--- config.mk ---
export PLATFORM = sky130hd
export DESIGN_NAME = prog_sequencer
export DESIGN_NICKNAME = d
export VERILOG_FILES = /design/src/rtl/prog_sequencer.sv
export SDC_FILE = /design/constraint.sdc
export NUM_CORES = 1
export LEC_CHECK = 0
export CORE_MARGIN = 3
export CORE_UTILIZATION = 31
export CTS_CLUSTER_DIAMETER = 100
export DETAILED_ROUTE_END_ITERATION = 6
export DONT_BUFFER_PORTS = 1
export GPL_ROUTABILITY_DRIVEN = 0
export PLACE_DENSITY = 0.51
export SLEW_MARGIN = 20
export SYNTH_ARGS = -nofsm -noshare
export SYNTH_HDL_FRONTEND = slang
export SYNTH_SLANG_ARGS = --single-unit
--- constraint.sdc ---
create_clock -name CLKb -period 3.7 [get_ports CLKb]
set_clock_uncertainty 0.15 [all_clocks]
set_input_delay 0.555 -clock CLKb [delete_from_list [all_inputs] [get_ports CLKb]]
set_output_delay 0.555 -clock CLKb [all_outputs]
set_load 0.02 [all_outputs]
--- src/rtl/prog_sequencer.sv ---
// -----------------------------------------------------------------------------
// prog_sequencer
//
// Small program buffer plus sequencer that feeds a simple processor one
// instruction (and, for ld, one operand) at a time. The buffer is loaded while
// the sequencer is idle or halted. START begins execution at address 0, and
// the controller hands control back with DONE. A word with bits[9:8]=01 halts
// the sequencer. All state changes happen on the falling edge of CLKb.
//
// Optional feature: define SEQ_SINGLE_STEP_EN to add the STEP input. With the
// macro defined, FETCH holds until STEP=1 before it evaluates the word.
//
// Parameters
//   DEPTH      program buffer word count (power of two, 4..64)
//   AW         address width, log2(DEPTH)
// Ports
//   CLKb       in   processor clock (state updates on its negative edge)
//   CLR        in   asynchronous active-high reset (buffer contents kept)
//   STEP       in   single-step advance (only with SEQ_SINGLE_STEP_EN)
//   LD_EN      in   buffer write strobe (honoured in IDLE/HALTED only)
//   LD_ADDR    in   buffer write address
//   LD_DATA    in   buffer write data
//   START      in   begin execution at address 0 (from IDLE or HALTED)
//   EXT_REQ    in   controller request for the ld operand
//   DONE       in   controller instruction-complete
//   WORD_OUT   out  instruction/operand word presented to the processor
//   WORD_VALID out  WORD_OUT holds a live word
//   PC         out  address of the current instruction
//   BUSY       out  sequencer is in FETCH, ISSUE or WAIT
//   HALT       out  sequencer is in HALTED
// -----------------------------------------------------------------------------
module prog_sequencer #(
   parameter int DEPTH = 16,
   parameter int AW    = 4
) (
   input  logic          CLKb,
   input  logic          CLR,
`ifdef SEQ_SINGLE_STEP_EN
   input  logic          STEP,
`endif
   input  logic          LD_EN,
   input  logic [AW-1:0] LD_ADDR,
   input  logic [9:0]    LD_DATA,
   input  logic          START,
   input  logic          EXT_REQ,
   input  logic          DONE,
   output logic [9:0]    WORD_OUT,
   output logic          WORD_VALID,
   output logic [AW-1:0] PC,
   output logic          BUSY,
   output logic          HALT
);

   typedef enum logic [2:0] {
      ST_IDLE   = 3'd0,
      ST_FETCH  = 3'd1,
      ST_ISSUE  = 3'd2,
      ST_WAIT   = 3'd3,
      ST_HALTED = 3'd4
   } state_t;

   logic [9:0]    mem_r [DEPTH];
   state_t        state_r, state_next_s;
   logic [AW-1:0] pc_r, pc_next_s;
   logic [9:0]    word_r, word_next_s;
   logic          valid_r, valid_next_s;
   logic          busy_r, busy_next_s;
   logic          halt_r, halt_next_s;

   logic [9:0]    cur_word_s;
   logic [AW-1:0] op_addr_s;
   logic [9:0]    op_word_s;
   logic          is_ld_s;
   logic          is_halt_s;
   logic          step_ok_s;
   logic          wr_en_s;

   // The buffer cannot change while BUSY, so the current word is read
   // straight from it instead of being copied into an instruction register.
   assign cur_word_s = mem_r[pc_r];
   // AW-bit addition wraps modulo DEPTH, so an ld at DEPTH-1 reads address 0.
   assign op_addr_s  = pc_r + AW'(1);
   assign op_word_s  = mem_r[op_addr_s];
   assign is_ld_s    = (cur_word_s[9:8] == 2'b00) && (cur_word_s[3:0] == 4'b0000);
   assign is_halt_s  = (cur_word_s[9:8] == 2'b01);
   assign wr_en_s    = LD_EN && ((state_r == ST_IDLE) || (state_r == ST_HALTED));

`ifdef SEQ_SINGLE_STEP_EN
   assign step_ok_s = STEP;
`else
   assign step_ok_s = 1'b1;
`endif

   // Program buffer write port; no reset so contents survive CLR.
   always_ff @(negedge CLKb) begin
      if (wr_en_s) begin
         mem_r[LD_ADDR] <= LD_DATA;
      end
   end

   // Next-state, next-PC and next-output decode. Outputs are computed here
   // for the state being entered so they can be registered alongside it.
   always_comb begin
      state_next_s = state_r;
      pc_next_s    = pc_r;
      word_next_s  = 10'd0;
      valid_next_s = 1'b0;
      case (state_r)
         ST_IDLE, ST_HALTED: begin
            if (START) begin
               state_next_s = ST_FETCH;
               pc_next_s    = {AW{1'b0}};
            end else begin
               state_next_s = state_r;
            end
         end
         ST_FETCH: begin
            if (!step_ok_s) begin
               state_next_s = ST_FETCH;
            end else if (is_halt_s) begin
               state_next_s = ST_HALTED;
            end else begin
               state_next_s = ST_ISSUE;
               word_next_s  = cur_word_s;
               valid_next_s = 1'b1;
            end
         end
         ST_ISSUE: begin
            // DONE is deliberately not looked at here.
            state_next_s = ST_WAIT;
            if (is_ld_s && EXT_REQ) begin
               word_next_s  = op_word_s;
               valid_next_s = 1'b1;
            end else begin
               word_next_s  = 10'd0;
               valid_next_s = 1'b0;
            end
         end
         ST_WAIT: begin
            if (DONE) begin
               state_next_s = ST_FETCH;
               pc_next_s    = is_ld_s ? (pc_r + AW'(2)) : (pc_r + AW'(1));
            end else if (is_ld_s && EXT_REQ) begin
               state_next_s = ST_WAIT;
               word_next_s  = op_word_s;
               valid_next_s = 1'b1;
            end else begin
               state_next_s = ST_WAIT;
            end
         end
         default: begin
            state_next_s = ST_IDLE;
            pc_next_s    = {AW{1'b0}};
         end
      endcase
   end

   assign busy_next_s = (state_next_s == ST_FETCH) || (state_next_s == ST_ISSUE) ||
                        (state_next_s == ST_WAIT);
   assign halt_next_s = (state_next_s == ST_HALTED);

   // State, PC and registered outputs; CLR clears them without a clock edge.
   always_ff @(negedge CLKb or posedge CLR) begin
      if (CLR) begin
         state_r <= ST_IDLE;
         pc_r    <= {AW{1'b0}};
         word_r  <= 10'd0;
         valid_r <= 1'b0;
         busy_r  <= 1'b0;
         halt_r  <= 1'b0;
      end else begin
         state_r <= state_next_s;
         pc_r    <= pc_next_s;
         word_r  <= word_next_s;
         valid_r <= valid_next_s;
         busy_r  <= busy_next_s;
         halt_r  <= halt_next_s;
      end
   end

   assign WORD_OUT   = word_r;
   assign WORD_VALID = valid_r;
   assign PC         = pc_r;
   assign BUSY       = busy_r;
   assign HALT       = halt_r;

endmodule
==> out/summary.txt <==
================================================================================
Placed cell count .................................................          794
Kind of start point of the critical path ..........................    flip-flop
Type of the setup path with the least slack .......................   reg -> out
Final Worst Setup Slack ...........................................       171 ps
CTS tree ..........................................................          yes
Most Crowded Layer GR .............................................         met2
Sequential area share after synthesis .............................        63.4%
Post-synthesis instance total .....................................          448
Area of the mapped netlist ........................................   8370 sq um
Leading post-synthesis cells by instance count .................... edfxtp_1 (160), mux4_2 (84), nand2_1 (30), nor2_1 (21), dfrtn_1 (20)
Data arrival at the endpoint of the critical path .................      2820 ps
Distinct cell type count of the synthesized netlist ...............           44
Fraction of power consumed by the clock network ...................        34.9%
Most area-hungry cell type in the Yosys netlist ...................     edfxtp_1
Placement row count ...............................................           59
Post-detailed-placement half-perimeter wirelength .................     14300 um
First-pass detailed-route iteration total .........................            5
Setup repair after global routing missed its margin ...............        false
Number of enable-type register cells in the synthesized netlist ...          160
Fraction of the core area covered by cells at the end of the flow .        39.0%
Final #Nets .......................................................          659
Met3 GRT Util .....................................................        5.37%
Top cells by area in the synthesized netlist ...................... edfxtp_1 (57%), mux4_2 (23%), dfrtn_1 (6.0%)
Maximum clock insertion buffer count ..............................            2
Area growth from synthesis to layout ..............................        22.6%
DRC viols .........................................................            0
Fraction of final layout cells sized beyond drive strength 1 ......        28.3%
Chip height .......................................................       170 um
Count leader, synth ...............................................     edfxtp_1
Remaining antenna violation count after routing ...................            0
Hold buffer count at CTS ..........................................            0
Clock-pin transition on the worst setup and hold timing paths .....        50 ps
Worst-margin pin slew .............................................       688 ps
Final slew viol count .............................................            0
Ports placed on the boundary ......................................           37
Nets in the synthesized netlist ...................................          470
Number of diodes ..................................................            0
Depth of the CTS H-tree ...........................................            4
Pin count of the biggest net entering global routing ..............           46
Endpoint class of the critical path ...............................  output port
Yosys warns .......................................................            0
Die extent in x ...................................................       170 um
Worst slack at placement ..........................................     -64.5 ps
Number of buffers added by the clock tree synthesis step ..........           17
Number of resized instances in the post-cts repair step ...........            0
Worst-skew pair later-pin latency .................................       470 ps
Final setup vio count .............................................            0
Overflow after GRT ................................................            0
Share of synthesized flip-flops with an asynchronous set or reset .        11.1%
Met2 Resource Use GR ..............................................        22.5%
Number of port buffers ............................................            0
TritonCTS Sinks ...................................................          180
Final Instance Count excl. Fillers ................................          985
Synth Flop Type ...................................................     edfxtp_1
Post-CTS Repair Setup Buffers .....................................            0
Leakage power total ...............................................      3.99 nW
Critical path peak fanout .........................................            2
GR Util All Layers ................................................        15.5%
Fraction of met1 tracks used by global routing ....................        21.6%
Total count of hold-check failures in the final report ............            0
Via count of the first global-routing pass ........................         5582
Register share of total power .....................................        34.4%
Required time reported for the critical path endpoint .............      2990 ps
Wire length per cell after detailed routing .......................      21.4 um
Share of power burned in combinational logic ......................        30.6%
Net switching share of the total power ............................        36.3%
Antenna violations before repair ..................................            1
Total routed wirelength ...........................................     21100 um
Internal power component ..........................................      4.67 mW
Effective utilization at floorplan ................................        31.8%
Max_cap viols .....................................................            0
Core Footprint ....................................................  26300 sq um
Status ............................................................ complete, no violations
Share of the synthesized area in the top cell type ................        57.4%
Buffer cell driving the clock tree root ...........................    clkbuf_16
DR vias ...........................................................         5077
Power density cells ...............................................  714 nW/um^2
Max rail drop VDD .................................................       419 uV
Mean post-synth cell area .........................................   18.7 sq um
Vias per inst .....................................................         5.15
Worst max-slew margin expressed relative to the limit .............        53.9%
Worst min path class ..............................................   reg -> reg
Die outline area ..................................................  29000 sq um
Detailed router's first-iteration violation count .................          382
Switching power ...................................................      2.66 mW
Flops & latches, synth ............................................          180
First-pass GRT wire length ........................................     33000 um
================================================================================
cell type report:
cell class	count	area (sq um)
Fill cell	2477	16000
Tap cell	335	419
Clock buffer	17	425
Clock inverter	175	806
Sequential cell	180	5310
Inverter	4	15.0
Multi-Input combinational cell	232	2930
Timing Repair Buffer	42	365
routing by layer:
| layer | up-vias | wire (um) |
|---|---|---|
| li1 | 2245 | - |
| met1 | 2663 | 9660 |
| met2 | 157 | 10100 |
| met3 | 12 | 1210 |
| met4 | 0 | 152 |
| met5 | - | 0 |
through the flow:
step,power (mW),setup TNS [ps],cell area [sq um],hold WS [ps]
6_report,7.33,0,10300,319
5_1_grt,7.87,0,10300,336
4_1_cts,7.45,0,10300,315
3_5_place_dp,5.07,-1290,9030,315
3_3_place_gp,5.05,-523,9030,308
2_1_floorplan,4.46,-5140,8400,344
path summary, 6_finish.rpt:
| check | end | slack [ps] | startpoint | cells past startpoint |
|---|---|---|---|---|
| min in group asynchronous | WORD_OUT[4] | 1660 | CLR | 2 |
| setup reg to reg | PC[1] | 370 | PC[0] | 10 |
| max in group asynchronous | WORD_OUT[8] | 1480 | CLR | 2 |
| hold reg to reg | state_r[2] | 320 | state_r[1] | 1 |
| setup / recovery | PC[0] | 170 | PC[0] | 0 |
| hold / removal | state_r[2] | 320 | state_r[1] | 1 |
worst register-to-register path, stage by stage (launching register included):
cell,delay [ps]
dfrtn_1,570
buf_12,220
buf_4,210
mux4_2,530
a22oi_1,270
nand2_1,130
nor4_2,290
nor3b_4,290
buf_4,200
mux2i_1,240
o31ai_2,80
state kept, by name, summed over array words and instances (netlist names):
signal	count
BUSY	1
HALT	1
PC	4
WORD_OUT	10
WORD_VALID	1
mem_r	160
state_r	3
kinds of logic (layout without fill, tap and decap cells):
| logic type | Yosys count | in the layout | share of synthesized area (%) |
|---|---|---|---|
| AO/OA/AOI/OAI | 43 | 43 | 4.01 |
| XOR/XNOR | 2 | 2 | 0.209 |
| adder cells (fa/ha/maj) | 2 | 2 | 0.299 |
| buffers and inverters | 36 | 238 | 2.12 |
| flip-flops | 180 | 180 | 63.4 |
| multiplexers | 107 | 107 | 25.5 |
| AND/OR/NAND/NOR | 78 | 78 | 4.47 |
power groups by stage:
stage / Combinational (mW) / Clock (mW) / Sequential [mW]
4_1_cts: 2.28 / 2.65 / 2.53
3_3_place_gp: 2.24 / 0.258 / 2.55
3_5_place_dp: 2.26 / 0.258 / 2.55
6_report: 2.25 / 2.56 / 2.52
5_1_grt: 2.42 / 2.92 / 2.53
2_1_floorplan: 1.69 / 0.258 / 2.51
layout by cell type (no fill, tap or decap), types with 5 or more instances in the layout:
master and instances:
o2bb2ai_1 5, o21ai_0 7, nor2_1 21, mux4_2 84
buf_4 38, nand2_1 30, edfxtp_1 160, dfrtn_1 20
inv_1 163, mux2_2 10, a22oi_1 12, inv_8 5
mux2i_1 13, clkbuf_16 17, o21ai_1 5
(Power assumes the default switching activity.)
==> edit 1 (same flow settings) <==
Add a define of `SEQ_SINGLE_STEP_EN`.
--- a/src/rtl/prog_sequencer.sv
+++ b/src/rtl/prog_sequencer.sv
@@ -29,6 +29,8 @@
 //   BUSY       out  sequencer is in FETCH, ISSUE or WAIT
 //   HALT       out  sequencer is in HALTED
 // -----------------------------------------------------------------------------
+`define SEQ_SINGLE_STEP_EN
+
 module prog_sequencer #(
    parameter int DEPTH = 16,
    parameter int AW    = 4
Interface: changed (added STEP); port bits go from 37 to 38. No check against the original RTL was run, so the function may have changed too.
==> edit 1 against the original RTL <==
- sequential cell count is the same
- routed wire length grew 3.1%
- area after synthesis is essentially flat
- critical endpoint is now PC[1]
- worst setup slack lost 110 ps
- total power shrank 4.4%
- critical path type unchanged
- combinational power shrank 8%
- design area grew 1.3%
==> edit 1: results <==
{
  "grt_pass1_vias": 5564,
  "synthFlopType": "edfxtp_1",
  "clock_latency_ps": 470,
  "hp-class": "reg2reg",
  "async_flop_share": 0.111,
  "io_buffer_count": 0,
  "crit_family": "flip-flops",
  "clockBufferDepth": 2,
  "num_antenna_cells": 0,
  "netlist_top_cells_count": "edfxtp_1 (160), mux4_2 (73), nand2_1 (34), dfrtn_1 (20), nor2_1 (19)",
  "crit_path_max_incr_delay_ps": 430,
  "cts-root-buf": "clkbuf_16",
  "largest_register": "mem_r",
  "wl_per_cell_microns": 21.5,
  "fill_cells": 2497,
  "wl_met2_microns": 11100,
  "syn_nets": 474,
  "cts_resized": 0,
  "maxSlewHeadroom": 0.433,
  "post-dp-hpwl_microns": 15500,
  "crit_fanout": 28,
  "place_area_sq_mm": 0.00921,
  "grt_use_total": 0.156,
  "grt_overflow_total": 0,
  "stdcell_count": 1010,
  "synth.avg_cell_area_sq_um": 18.5,
  "crit_path_top_delay_cell": "dfrtn_1",
  "vias": 5125,
  "placedCellCount": 819,
  "synth-edff-count": 160,
  "cap_violations": 0,
  "drtIter0Drc": 348,
  "grt_max_degree": 37,
  "leakage_nw": 4.13,
  "maxUsedRoutingLayer": "met4",
  "status": "complete, no violations",
  "arrival_ps": 2930,
  "route.met3.wl_microns": 1280,
  "dr.pass1.iters": 5,
  "nets": 685,
  "drive_above_1_share": 0.280,
  "antenna_found_initial": 0,
  "irDropWorstVdd_mv": 0.256,
  "yosys.cell_types.count": 46,
  "seq_area_frac_synth": 0.634,
  "synth.area.top_cells": "edfxtp_1 (57%), mux4_2 (20%), dfrtn_1 (6.0%), mux4_1 (3.5%), nand2_1 (1.5%)",
  "grt_pass1_wl_microns": 33100,
  "m1WireLength_microns": 9060
}
-- edit 1: cells by family (layout without fill, tap and decap cells) --
logic type | count (synthesis) | after routing | share of synthesized area
buf+inv | 33 | 257 | 0.0173
fa+ha+maj | 2 | 2 | 0.00299
xor+xnor | 2 | 2 | 0.00209
compound gates | 49 | 49 | 0.0387
flops | 180 | 180 | 0.634
mux | 105 | 105 | 0.258
simple gates | 80 | 80 | 0.0470
-- edit 1: through the flow --
stage	utilization	hold slack [ps]	TNS, ps	worst slack (ps)	total power, mW
finish	0.395	381	0	61.6	7.00
global route	0.395	403	0	18.0	7.50
CTS	0.395	366	0	33.9	7.11
detailed placement	0.351	382	-835	-32.6	4.86
global placement	0.351	340	-1130	-50.0	4.84
floorplan	-	311	-5140	-171	4.18
-- edit 1: power breakdown --
group	internal [mW]	total, mW	switching [mW]
registers	2.33	2.47	0.138
logic	1.04	2.08	1.04
clock network	1.18	2.45	1.27
-- edit 1: metal layers --
| layer | up-vias | track usage |
|---|---|---|
| li1 | 2311 | - |
| met1 | 2659 | 0.192 |
| met2 | 130 | 0.253 |
| met3 | 25 | 0.0567 |
| met4 | 0 | 0.0593 |
| met5 | - | 0 |
-- edit 1: path summary, 6_finish.rpt --
kind | slack [ps] | start | cells after the start | to
min reg2reg | 380 | state_r[2] | 1 | state_r[0]
max in group asynchronous | 1470 | CLR | 2 | WORD_OUT[0]
max | 60 | PC[1] | 1 | PC[1]
min in group asynchronous | 1660 | CLR | 2 | WORD_OUT[4]
min | 380 | state_r[2] | 1 | state_r[0]
max reg2reg | 280 | PC[0] | 9 | PC[3]
-- edit 1: final cells by class --
| type | count | area share |
|---|---|---|
| multi-input cells | 238 | 0.284 |
| repair buffers | 60 | 0.0494 |
| inverters | 5 | 0.00181 |
| well taps | 335 | 0.0403 |
| flip-flops and latches | 180 | 0.511 |
| clock buffers | 17 | 0.0409 |
| clock inverters | 175 | 0.0729 |
